[config.mk]
export PLATFORM = sky130hd
export DESIGN_NAME = spi_sample_fifo_flat
export DESIGN_NICKNAME = d
export VERILOG_FILES = /design/src/rtl/spi_sample_fifo_if.sv /design/src/rtl/spi_sample_fifo.sv /design/src/flat_wrapper.sv
export SDC_FILE = /design/constraint.sdc
export NUM_CORES = 1
export LEC_CHECK = 0
export CAP_MARGIN = 20
export CORE_MARGIN = 2
export CORE_UTILIZATION = 40
export CTS_BUF_LIST = sky130_fd_sc_hd__clkbuf_4
export DETAILED_ROUTE_END_ITERATION = 8
export PLACE_DENSITY_LB_ADDON = 0.3
export SLEW_MARGIN = 20
export SYNTH_ARGS = -nofsm -noshare
export SYNTH_HDL_FRONTEND = slang
export SYNTH_SLANG_ARGS = --single-unit
[constraint.sdc]
create_clock -name s00_axi_aclk -period 9.7 [get_ports s00_axi_aclk]
set_input_delay 1.455 -clock s00_axi_aclk [delete_from_list [all_inputs] [get_ports s00_axi_aclk]]
set_output_delay 1.455 -clock s00_axi_aclk [all_outputs]
set_load 0.01 [all_outputs]
[src/rtl/spi_sample_fifo_if.sv]
// Stream bundle between the SPI reader, the sample FIFO and the AXI-side consumer.
//
// Handshake semantics, in one place:
//   in_valid  : one-cycle strobe from the producer. It cannot be stalled, so the
//               word is either stored or dropped in the same cycle.
//   out_valid : out_data holds a word. A transfer happens on every rising edge
//               where out_valid & out_ready are both 1. While out_valid=1 and
//               out_ready=0, out_data and out_valid hold steady.
interface spi_sample_fifo_if #(
   parameter int DATA_WIDTH = 16
);
   logic [DATA_WIDTH-1:0] in_data;
   logic                  in_valid;
   logic [DATA_WIDTH-1:0] out_data;
   logic                  out_valid;
   logic                  out_ready;

   // Producer/consumer side, used by whoever drives and drains the FIFO
   modport master (
      output in_data,
      output in_valid,
      output out_ready,
      input  out_data,
      input  out_valid
   );

   // FIFO side
   modport slave (
      input  in_data,
      input  in_valid,
      input  out_ready,
      output out_data,
      output out_valid
   );
endinterface

[src/rtl/spi_sample_fifo.sv]
// Sample FIFO behind the SPI reader. It captures single-cycle sample strobes
// into a circular RAM and presents them on a registered valid/ready stream.
// Words that arrive while the FIFO is full are dropped (newest is lost), and
// each drop is counted in a saturating counter and a sticky overflow flag.
//
// Organisation: the head-of-queue word lives in the out_data register. The
// RAM holds only the words behind it. Whenever the head register is empty or
// being consumed, it refills from the RAM. If the RAM is empty, it takes the
// incoming word directly, which gives 1-cycle latency from push to out_valid.
// level counts the head register plus the RAM, so the total capacity is DEPTH.
module spi_sample_fifo #(
   parameter int DATA_WIDTH = 16,
   parameter int DEPTH_LOG2 = 4,
   parameter int DROP_WIDTH = 16
) (
   input  logic                  s00_axi_aclk,
   input  logic                  s00_axi_areset,
   spi_sample_fifo_if.slave      bus,
   input  logic                  clr_status,
   input  logic                  flush,
   output logic [DEPTH_LOG2:0]   level,
   output logic                  overflow,
   output logic [DROP_WIDTH-1:0] drop_count
);

   localparam int PW    = DEPTH_LOG2 + 1;
   localparam int DEPTH = 2 ** DEPTH_LOG2;

   // level value when the FIFO holds DEPTH words
   localparam logic [PW-1:0]         LP_FULL     = {1'b1, {DEPTH_LOG2{1'b0}}};
   localparam logic [PW-1:0]         LP_ONE      = {{DEPTH_LOG2{1'b0}}, 1'b1};
   localparam logic [PW-1:0]         LP_ZERO     = '0;
   localparam logic [DROP_WIDTH-1:0] LP_DROP_ONE = {{(DROP_WIDTH-1){1'b0}}, 1'b1};

   // Storage and pointers. The pointer MSB is a wrap bit, so equal pointers
   // always mean "RAM empty". The RAM never holds more than DEPTH-1 words,
   // because one stored word always sits in the head register.
   logic [DATA_WIDTH-1:0] r_ram [DEPTH];
   logic [PW-1:0]         r_wr_ptr;
   logic [PW-1:0]         r_rd_ptr;

   // Registered outputs
   logic [DATA_WIDTH-1:0] r_out_data;
   logic                  r_out_valid;
   logic [PW-1:0]         r_level;
   logic                  r_overflow;
   logic [DROP_WIDTH-1:0] r_drop_count;

   // Per-cycle decisions
   logic                  w_pop;
   logic                  w_full;
   logic                  w_push;
   logic                  w_drop;
   logic                  w_ram_empty;
   logic                  w_load_head;
   logic                  w_from_ram;
   logic                  w_bypass;
   logic                  w_ram_write;
   logic                  w_drop_sat;
   logic [DATA_WIDTH-1:0] w_ram_head;

   // Event decode. Flush wins over push and pop. A push is accepted when
   // there is room, or when a pop frees a slot in the same cycle.
   always_comb begin
      w_pop       = r_out_valid & bus.out_ready;
      w_full      = (r_level == LP_FULL);
      w_ram_empty = (r_wr_ptr == r_rd_ptr);
      w_push      = bus.in_valid & ~flush & (~w_full | w_pop);
      w_drop      = bus.in_valid & ~flush & w_full & ~w_pop;
      // The head register needs a new word when it is empty or being consumed.
      w_load_head = ~flush & (~r_out_valid | w_pop);
      w_from_ram  = w_load_head & ~w_ram_empty;
      // With the RAM empty, the incoming word goes straight to the head
      // register, so order is preserved and the RAM is bypassed.
      w_bypass    = w_load_head & w_ram_empty & w_push;
      w_ram_write = w_push & ~w_bypass;
      w_drop_sat  = &r_drop_count;
      w_ram_head  = r_ram[r_rd_ptr[DEPTH_LOG2-1:0]];
   end

   // Sample RAM write port. Contents need no reset, because the pointers define validity.
   always_ff @(posedge s00_axi_aclk) begin
      if (w_ram_write) begin
         r_ram[r_wr_ptr[DEPTH_LOG2-1:0]] <= bus.in_data;
      end
   end

   // Read/write pointers. Flush discards the stored words by catching up the read pointer.
   always_ff @(posedge s00_axi_aclk) begin
      if (s00_axi_areset) begin
         r_wr_ptr <= LP_ZERO;
         r_rd_ptr <= LP_ZERO;
      end else if (flush) begin
         r_rd_ptr <= r_wr_ptr;
      end else begin
         if (w_ram_write) begin
            r_wr_ptr <= r_wr_ptr + LP_ONE;
         end
         if (w_from_ram) begin
            r_rd_ptr <= r_rd_ptr + LP_ONE;
         end
      end
   end

   // Head register. It changes only when empty, consumed or flushed, so it holds steady under backpressure.
   always_ff @(posedge s00_axi_aclk) begin
      if (s00_axi_areset) begin
         r_out_data  <= '0;
         r_out_valid <= 1'b0;
      end else if (flush) begin
         r_out_valid <= 1'b0;
      end else if (w_from_ram) begin
         r_out_data  <= w_ram_head;
         r_out_valid <= 1'b1;
      end else if (w_bypass) begin
         r_out_data  <= bus.in_data;
         r_out_valid <= 1'b1;
      end else if (w_load_head) begin
         r_out_valid <= 1'b0;
      end
   end

   // Occupancy counter: +1 on push only, -1 on pop only, unchanged otherwise.
   always_ff @(posedge s00_axi_aclk) begin
      if (s00_axi_areset) begin
         r_level <= LP_ZERO;
      end else if (flush) begin
         r_level <= LP_ZERO;
      end else begin
         case ({w_push, w_pop})
            2'b10:   r_level <= r_level + LP_ONE;
            2'b01:   r_level <= r_level - LP_ONE;
            default: r_level <= r_level;
         endcase
      end
   end

   // Drop status. A drop in the same cycle as clr_status wins, so the clear leaves one recorded drop.
   always_ff @(posedge s00_axi_aclk) begin
      if (s00_axi_areset) begin
         r_overflow   <= 1'b0;
         r_drop_count <= '0;
      end else if (clr_status) begin
         r_overflow   <= w_drop;
         r_drop_count <= w_drop ? LP_DROP_ONE : '0;
      end else if (w_drop) begin
         r_overflow <= 1'b1;
         if (!w_drop_sat) begin
            r_drop_count <= r_drop_count + LP_DROP_ONE;
         end
      end
   end

   assign bus.out_data  = r_out_data;
   assign bus.out_valid = r_out_valid;
   assign level         = r_level;
   assign overflow      = r_overflow;
   assign drop_count    = r_drop_count;

endmodule

[src/flat_wrapper.sv]
// flat-port wrapper written by rule: the top's interface ports become plain ports
module spi_sample_fifo_flat 
#(
   parameter int DATA_WIDTH = 16,
   parameter int DEPTH_LOG2 = 4,
   parameter int DROP_WIDTH = 16
)
  (s00_axi_aclk, s00_axi_areset, clr_status, flush, level, overflow, drop_count, bus_in_data, bus_in_valid, bus_out_ready, bus_out_data, bus_out_valid);
  spi_sample_fifo_if #(.DATA_WIDTH(DATA_WIDTH)) bus_i ();
  input  logic s00_axi_aclk;
  input  logic s00_axi_areset;
  input  logic clr_status;
  input  logic flush;
  output logic [DEPTH_LOG2:0] level;
  output logic overflow;
  output logic [DROP_WIDTH-1:0] drop_count;
  input wire logic [$bits(bus_i.in_data)-1:0] bus_in_data;
  input wire logic [$bits(bus_i.in_valid)-1:0] bus_in_valid;
  input wire logic [$bits(bus_i.out_ready)-1:0] bus_out_ready;
  output wire logic [$bits(bus_i.out_data)-1:0] bus_out_data;
  output wire logic [$bits(bus_i.out_valid)-1:0] bus_out_valid;
  assign bus_i.in_data = bus_in_data;
  assign bus_i.in_valid = bus_in_valid;
  assign bus_i.out_ready = bus_out_ready;
  assign bus_out_data = bus_i.out_data;
  assign bus_out_valid = bus_i.out_valid;
  spi_sample_fifo #(.DATA_WIDTH(DATA_WIDTH), .DEPTH_LOG2(DEPTH_LOG2), .DROP_WIDTH(DROP_WIDTH)) u_core (.s00_axi_aclk(s00_axi_aclk), .s00_axi_areset(s00_axi_areset), .bus(bus_i), .clr_status(clr_status), .flush(flush), .level(level), .overflow(overflow), .drop_count(drop_count));
endmodule
# ---- After elaboration in Yosys (flattened, before gate mapping)
# Memories as Yosys holds them, arrays and structs flattened. A register that Yosys moved wholly into a read port is not among the register bits.
# Cells that the tools add are included.
dict set report classes {
  n_bitwise 18
  muxes 18
  eq_ne 5
  reduce_logical 10
  add_sub_neg 5
}
# cell n
set ops {}
lappend ops {{$mux 16} 5}
lappend ops {{$add 16x1->16 const B} 1}
lappend ops {{$reduce_and 16->1} 1}
lappend ops {{$add 5x1->5 const B} 3}
lappend ops {{$and 1x1->1} 10}
lappend ops {{$mux 5} 2}
lappend ops {{$pmux 5 s2} 1}
lappend ops {{$mux 1} 8}
lappend ops {{$mux 4} 2}
lappend ops {{$reduce_bool 2->1} 4}
lappend ops {{$not 1->1} 6}
lappend ops {{$reduce_and 2->1} 3}
lappend ops {{$eq 5x5->1} 1}
lappend ops {{$eq 5x5->1 const B} 1}
lappend ops {{$sub 5x1->5 const B} 1}
lappend ops {{$reduce_bool 3->1} 1}
lappend ops {{$eq 2x1->1 const B} 1}
lappend ops {{$eq 2x2->1 const B} 1}
lappend ops {{$ne 2x2->1 const B} 1}
lappend ops {{$or 1x1->1} 2}
lappend ops {{$reduce_or 2->1} 1}
dict set report word_totals {
  inputBits 22
  regBits 49
  ram_bits 256
  wordCells 64
  memories 1
}
# memory depth width read_ports rd_ports_with_merged_regs write_ports line
set memory_table {}
lappend memory_table {u_core.r_ram 16 16 1 1 1 spi_sample_fifo.sv:38} ;# logic [DATA_WIDTH-1:0] r_ram [DEPTH];

# ---- Depth between registers and ports, before layout
dict set report logic_depth {
  ltp_word 9
  mapped_depth 9
}

# ---- Worst setup path after synthesis
# Ideal clock, no wire load.
dict set report synth_timing {
  path_type {input -> register}
  startpoint {input flush}
  endpoint {memory u_core.r_ram[11][0], enable pin}
  slack_ps 5522
  required_time_ps 9291
  arrival_ps 3769
  stages 6
  cell_sequence {clkbuf_1 > nor2b_1 > o31ai_1 > a31oi_1 > nand2_1 > nor3_1}
}
dict set report synth_via {
  elab_chain_len 8
}
# item line
set synth_lines {}
lappend synth_lines {{start, declared} flat_wrapper.sv:13} ;# input logic flush;
lappend synth_lines {{$not 1->1 (*)} {spi_sample_fifo.sv:68, spi_sample_fifo.sv:71}}
lappend synth_lines {{$and 1x1->1 (on tied branches)} {spi_sample_fifo.sv:71, spi_sample_fifo.sv:68}}
lappend synth_lines {{$and 1x1->1 (on tied branches)} {spi_sample_fifo.sv:75, spi_sample_fifo.sv:68}}
lappend synth_lines {{$and 1x1->1} spi_sample_fifo.sv:75} ;# w_bypass = w_load_head & w_ram_empty & w_push;
lappend synth_lines {{$not 1->1} spi_sample_fifo.sv:76} ;# w_ram_write = w_push & ~w_bypass;
lappend synth_lines {{$and 1x1->1 (*)} spi_sample_fifo.sv:76}
lappend synth_lines {{$mux 1 (*)} spi_sample_fifo.sv:83} ;# if (w_ram_write) begin
lappend synth_lines {{$mux 1 (not written as such) (*)} spi_sample_fifo.sv:84} ;# r_ram[r_wr_ptr[DEPTH_LOG2-1:0]] <= bus.in_data;
lappend synth_lines {{end, declared} spi_sample_fifo.sv:38}
# Mark *: on every way between the ends. The rest lies on a longest branch, timed or not.

# ---- Final worst setup path
dict set report layout_timing {
  startpoint {input flush}
  endpoint {register u_core.r_wr_ptr[4]}
}
dict set report layout_via {
  elab_chain_len 7
}
# item line
set layout_lines {}
lappend layout_lines {{$not 1->1 (*)} {spi_sample_fifo.sv:68, spi_sample_fifo.sv:71}}
lappend layout_lines {{$and 1x1->1 (on tied branches)} {spi_sample_fifo.sv:71, spi_sample_fifo.sv:68}}
lappend layout_lines {{$and 1x1->1 (on tied branches)} {spi_sample_fifo.sv:75, spi_sample_fifo.sv:68}}
lappend layout_lines {{$and 1x1->1} spi_sample_fifo.sv:75}
lappend layout_lines {{$not 1->1} spi_sample_fifo.sv:76}
lappend layout_lines {{$and 1x1->1} spi_sample_fifo.sv:76}
lappend layout_lines {{$reduce_and 2->1 (no source line) (*)} --}
lappend layout_lines {{end signal, assigned} spi_sample_fifo.sv:97} ;# r_wr_ptr <= r_wr_ptr + LP_ONE;
lappend layout_lines {{end, declared} spi_sample_fifo.sv:39} ;# logic [PW-1:0] r_wr_ptr;
# Marked as above.
# A chain may end at the register's enable or synchronous reset.

==> flow_summary.ini <==
[yosys]
synth.most_common_cell = edfxtp_1
yosysSeqAreaShare_pct = 70.99
yosysTopAreaCellShare_pct = 62.38
synth-edff-count = 256
yosys_warnings = 0
yosys.area.top_type = edfxtp_1
async_reset_ff_share_pct = 0
ys_seq_elements = 309
synthTopCellsByArea = edfxtp_1 (62%), mux4_2 (9.3%), dfxtp_1 (8.6%)
synth_common_cells = edfxtp_1 (256), dfxtp_1 (53), mux4_2 (51)
syn_inst = 720
synthFlopType = edfxtp_1
syn_area_per_cell_um2 = 17.12
netlist_area_um2 = 12320
synth_cell_type_count = 54
syn_nets = 749

[drt]
ant_nets = 0
wl_met1_um = 12160
wl_met3_um = 1908
viasPerCell = 5.435
detail_route.wl_per_cell_um = 22.07
drt_iter0_drc = 474
topRoutingLayerUsed = met4
drtPass1Iterations = 5
vias = 7038
routed_wl_um = 28580
wl_met2_um = 13560
route.detailed.drc = 0

[sta]
slew_headroom_pct = 29.35
slew_violations = 0
clock_skew_ns = 0.06220
holdWs_ns = 0.4892
period_minus_slack_ns = 3.834
rsz0062_at_grt = false
setup_viol = 0
worstMarginPinSlew_ns = 1.058
max_freq_ghz = 0.2608
setup_slack_ns = 5.866
tns_ns = 0
finalHoldViolations = 0
min_period_over_period_pct = 39.53

[grt]
grt_usage_pct = 17.91
antenna_found_initial = 1
grt_pass1_wl_um = 43550
first_global_vias = 7242
grt_max_degree = 54
overflow = 0

[worst_hold_path]
whs_path_depth = 2
hp-start = u_core.bus.out_data[3]$_SDFFE_PP0P_
min_path_type = reg -> reg

[placement]
io_buffers = 60
place_ws_ns = 5.166
gp_congestion = 0.8037
dp.cells = 1147
hpwlAfterDp_um = 17930
dpl_cell_area_um2 = 13330

[final_layout]
fill_cells = 2618
nets = 862
finalCoreUtilization_pct = 47.20
drive_gt1_share_pct = 22.52
fin_cells = 1295
area_delta_synth_final_pct = 16.56
design_area_um2 = 14360

[worst_setup_path]
start_kind = input pin
arrival_ns = 4.38
max_stage_delay_ns = 0.77
path_class = in -> reg
reg2reg_depth = 5
startpoint = flush
cp_slowest_cell = clkdlybuf4s50_1
cp-end-kind = register
critPathMaxFanout = 17
path_cells = clkdlybuf4s50_1, clkinv_1, and2_1, a31oi_1, buf_4, and3_1, mux2_1
cp.required_ns = 10.25
crit_family = buffers and inverters
cp.depth = 7
path_buf_inv = 3

[floorplan]
die_area_um2 = 32230
die_w_um = 179.5
rows = 64
coreArea_um2 = 30430
die_h_um = 179.5
start_util_pct = 40.50
io_pins = 61

[cts]
cts_tree = done
clock-sinks = 309
postCtsSetupBuffers = 0
clkTransAtPathRegs_ns = 0.06
cts.root.buffer_cell = clkbuf_4
worstSkewPairLatency_ns = 0.70
cts_hold_buf = 0
max-clock-path-buffers = 3
cts_buffers = 80
cts_resized = 0
h-tree-depth = 3

[pwr]
p_leak_nw = 4.554
total_power_mw = 2.799
power.density_nw_per_um2 = 194.9
ir_worst_vdd_mv = 0.09209

[outcome]
status = finished, final reports clean

[job]
maxCapViolCount = 0
path summary, 6_finish.rpt:
check                                        end  slack, ns
min reg2reg  u_core.bus.out_data[3]$_SDFFE_PP0P_       0.49
max reg2reg  u_core.bus.out_data[6]$_SDFFE_PP0P_       6.69
min          u_core.bus.out_data[3]$_SDFFE_PP0P_       0.49
max              u_core.r_wr_ptr[4]$_SDFFE_PP0P_       5.87
logic make-up (layout without fill, tap and decap cells):
kind of cell             count (synthesis)  in the layout  share of synthesized area [%]
AND/OR/NAND/NOR                        133            133                          6.031
XOR/XNOR                                23             23                          1.635
flip-flops                             309            309                          70.99
adder cells (fa/ha/maj)                  7              7                         0.7107
buffers and inverters                   57            234                          1.949
AO/OA/AOI/OAI                          101            101                          6.163
other                                    0              2                              0
multiplexers                            90             90                          12.52
layout by cell type, fill, tap and decap left out, types with 15 or more instances in the layout:
cell | synthesis | final
xnor2_1 | 18 | 18
clkinv_1 | 1 | 23
nand2_1 | 21 | 21
a221oi_1 | 36 | 36
and3_1 | 15 | 15
nor2_1 | 32 | 32
mux4_2 | 51 | 51
clkdlybuf4s50_1 | 0 | 59
edfxtp_1 | 256 | 256
inv_1 | 19 | 19
dfxtp_1 | 53 | 51
clkbuf_4 | 0 | 113
mux2i_1 | 36 | 36
registers in the layout, indices dropped and copies added, names as in the netlist, named ones only:
signal / flops
u_core.r_ram: 256
u_core.bus.out_data: 16
u_core.drop_count: 16
u_core.level: 5
u_core.r_rd_ptr: 5
u_core.r_wr_ptr: 5
u_core.bus.out_valid: 1
u_core.overflow: 1
worst reg2reg max path: stages (launching register included):
cell      delay [ns]
dfxtp_4         0.80
buf_4           0.65
mux2i_1         0.16
a221oi_1        0.62
o21ai_0         0.38
a221oi_1        0.34
layout make-up:
type | instances | area (um^2) | share of cell area [%]
Sequential cell | 309 | 8756 | 60.96
Clock buffer | 113 | 848.3 | 5.906
Multi-Input combinational cell | 354 | 3349 | 23.32
Timing Repair Buffer | 68 | 655.6 | 4.564
Inverter | 20 | 75.07 | 0.5226
Tap cell | 396 | 495.5 | 3.449
Clock inverter | 33 | 178.9 | 1.246
Antenna cell | 2 | 5.005 | 0.03484
routing by layer:
metal / vias up / track usage, %
met3: 53 / 4.275
met2: 261 / 28.05
li1: 3194 / -
met4: 0 / 8.358
met5: - / 0
met1: 3530 / 23.74
power breakdown:
group	switching, mW	internal [mW]	leakage (nW)
clock	0.530	0.573	0.606
combinational	0.113	0.0924	1.21
sequential	0.0339	1.46	2.74
Power figures use the tool's default switching activity.
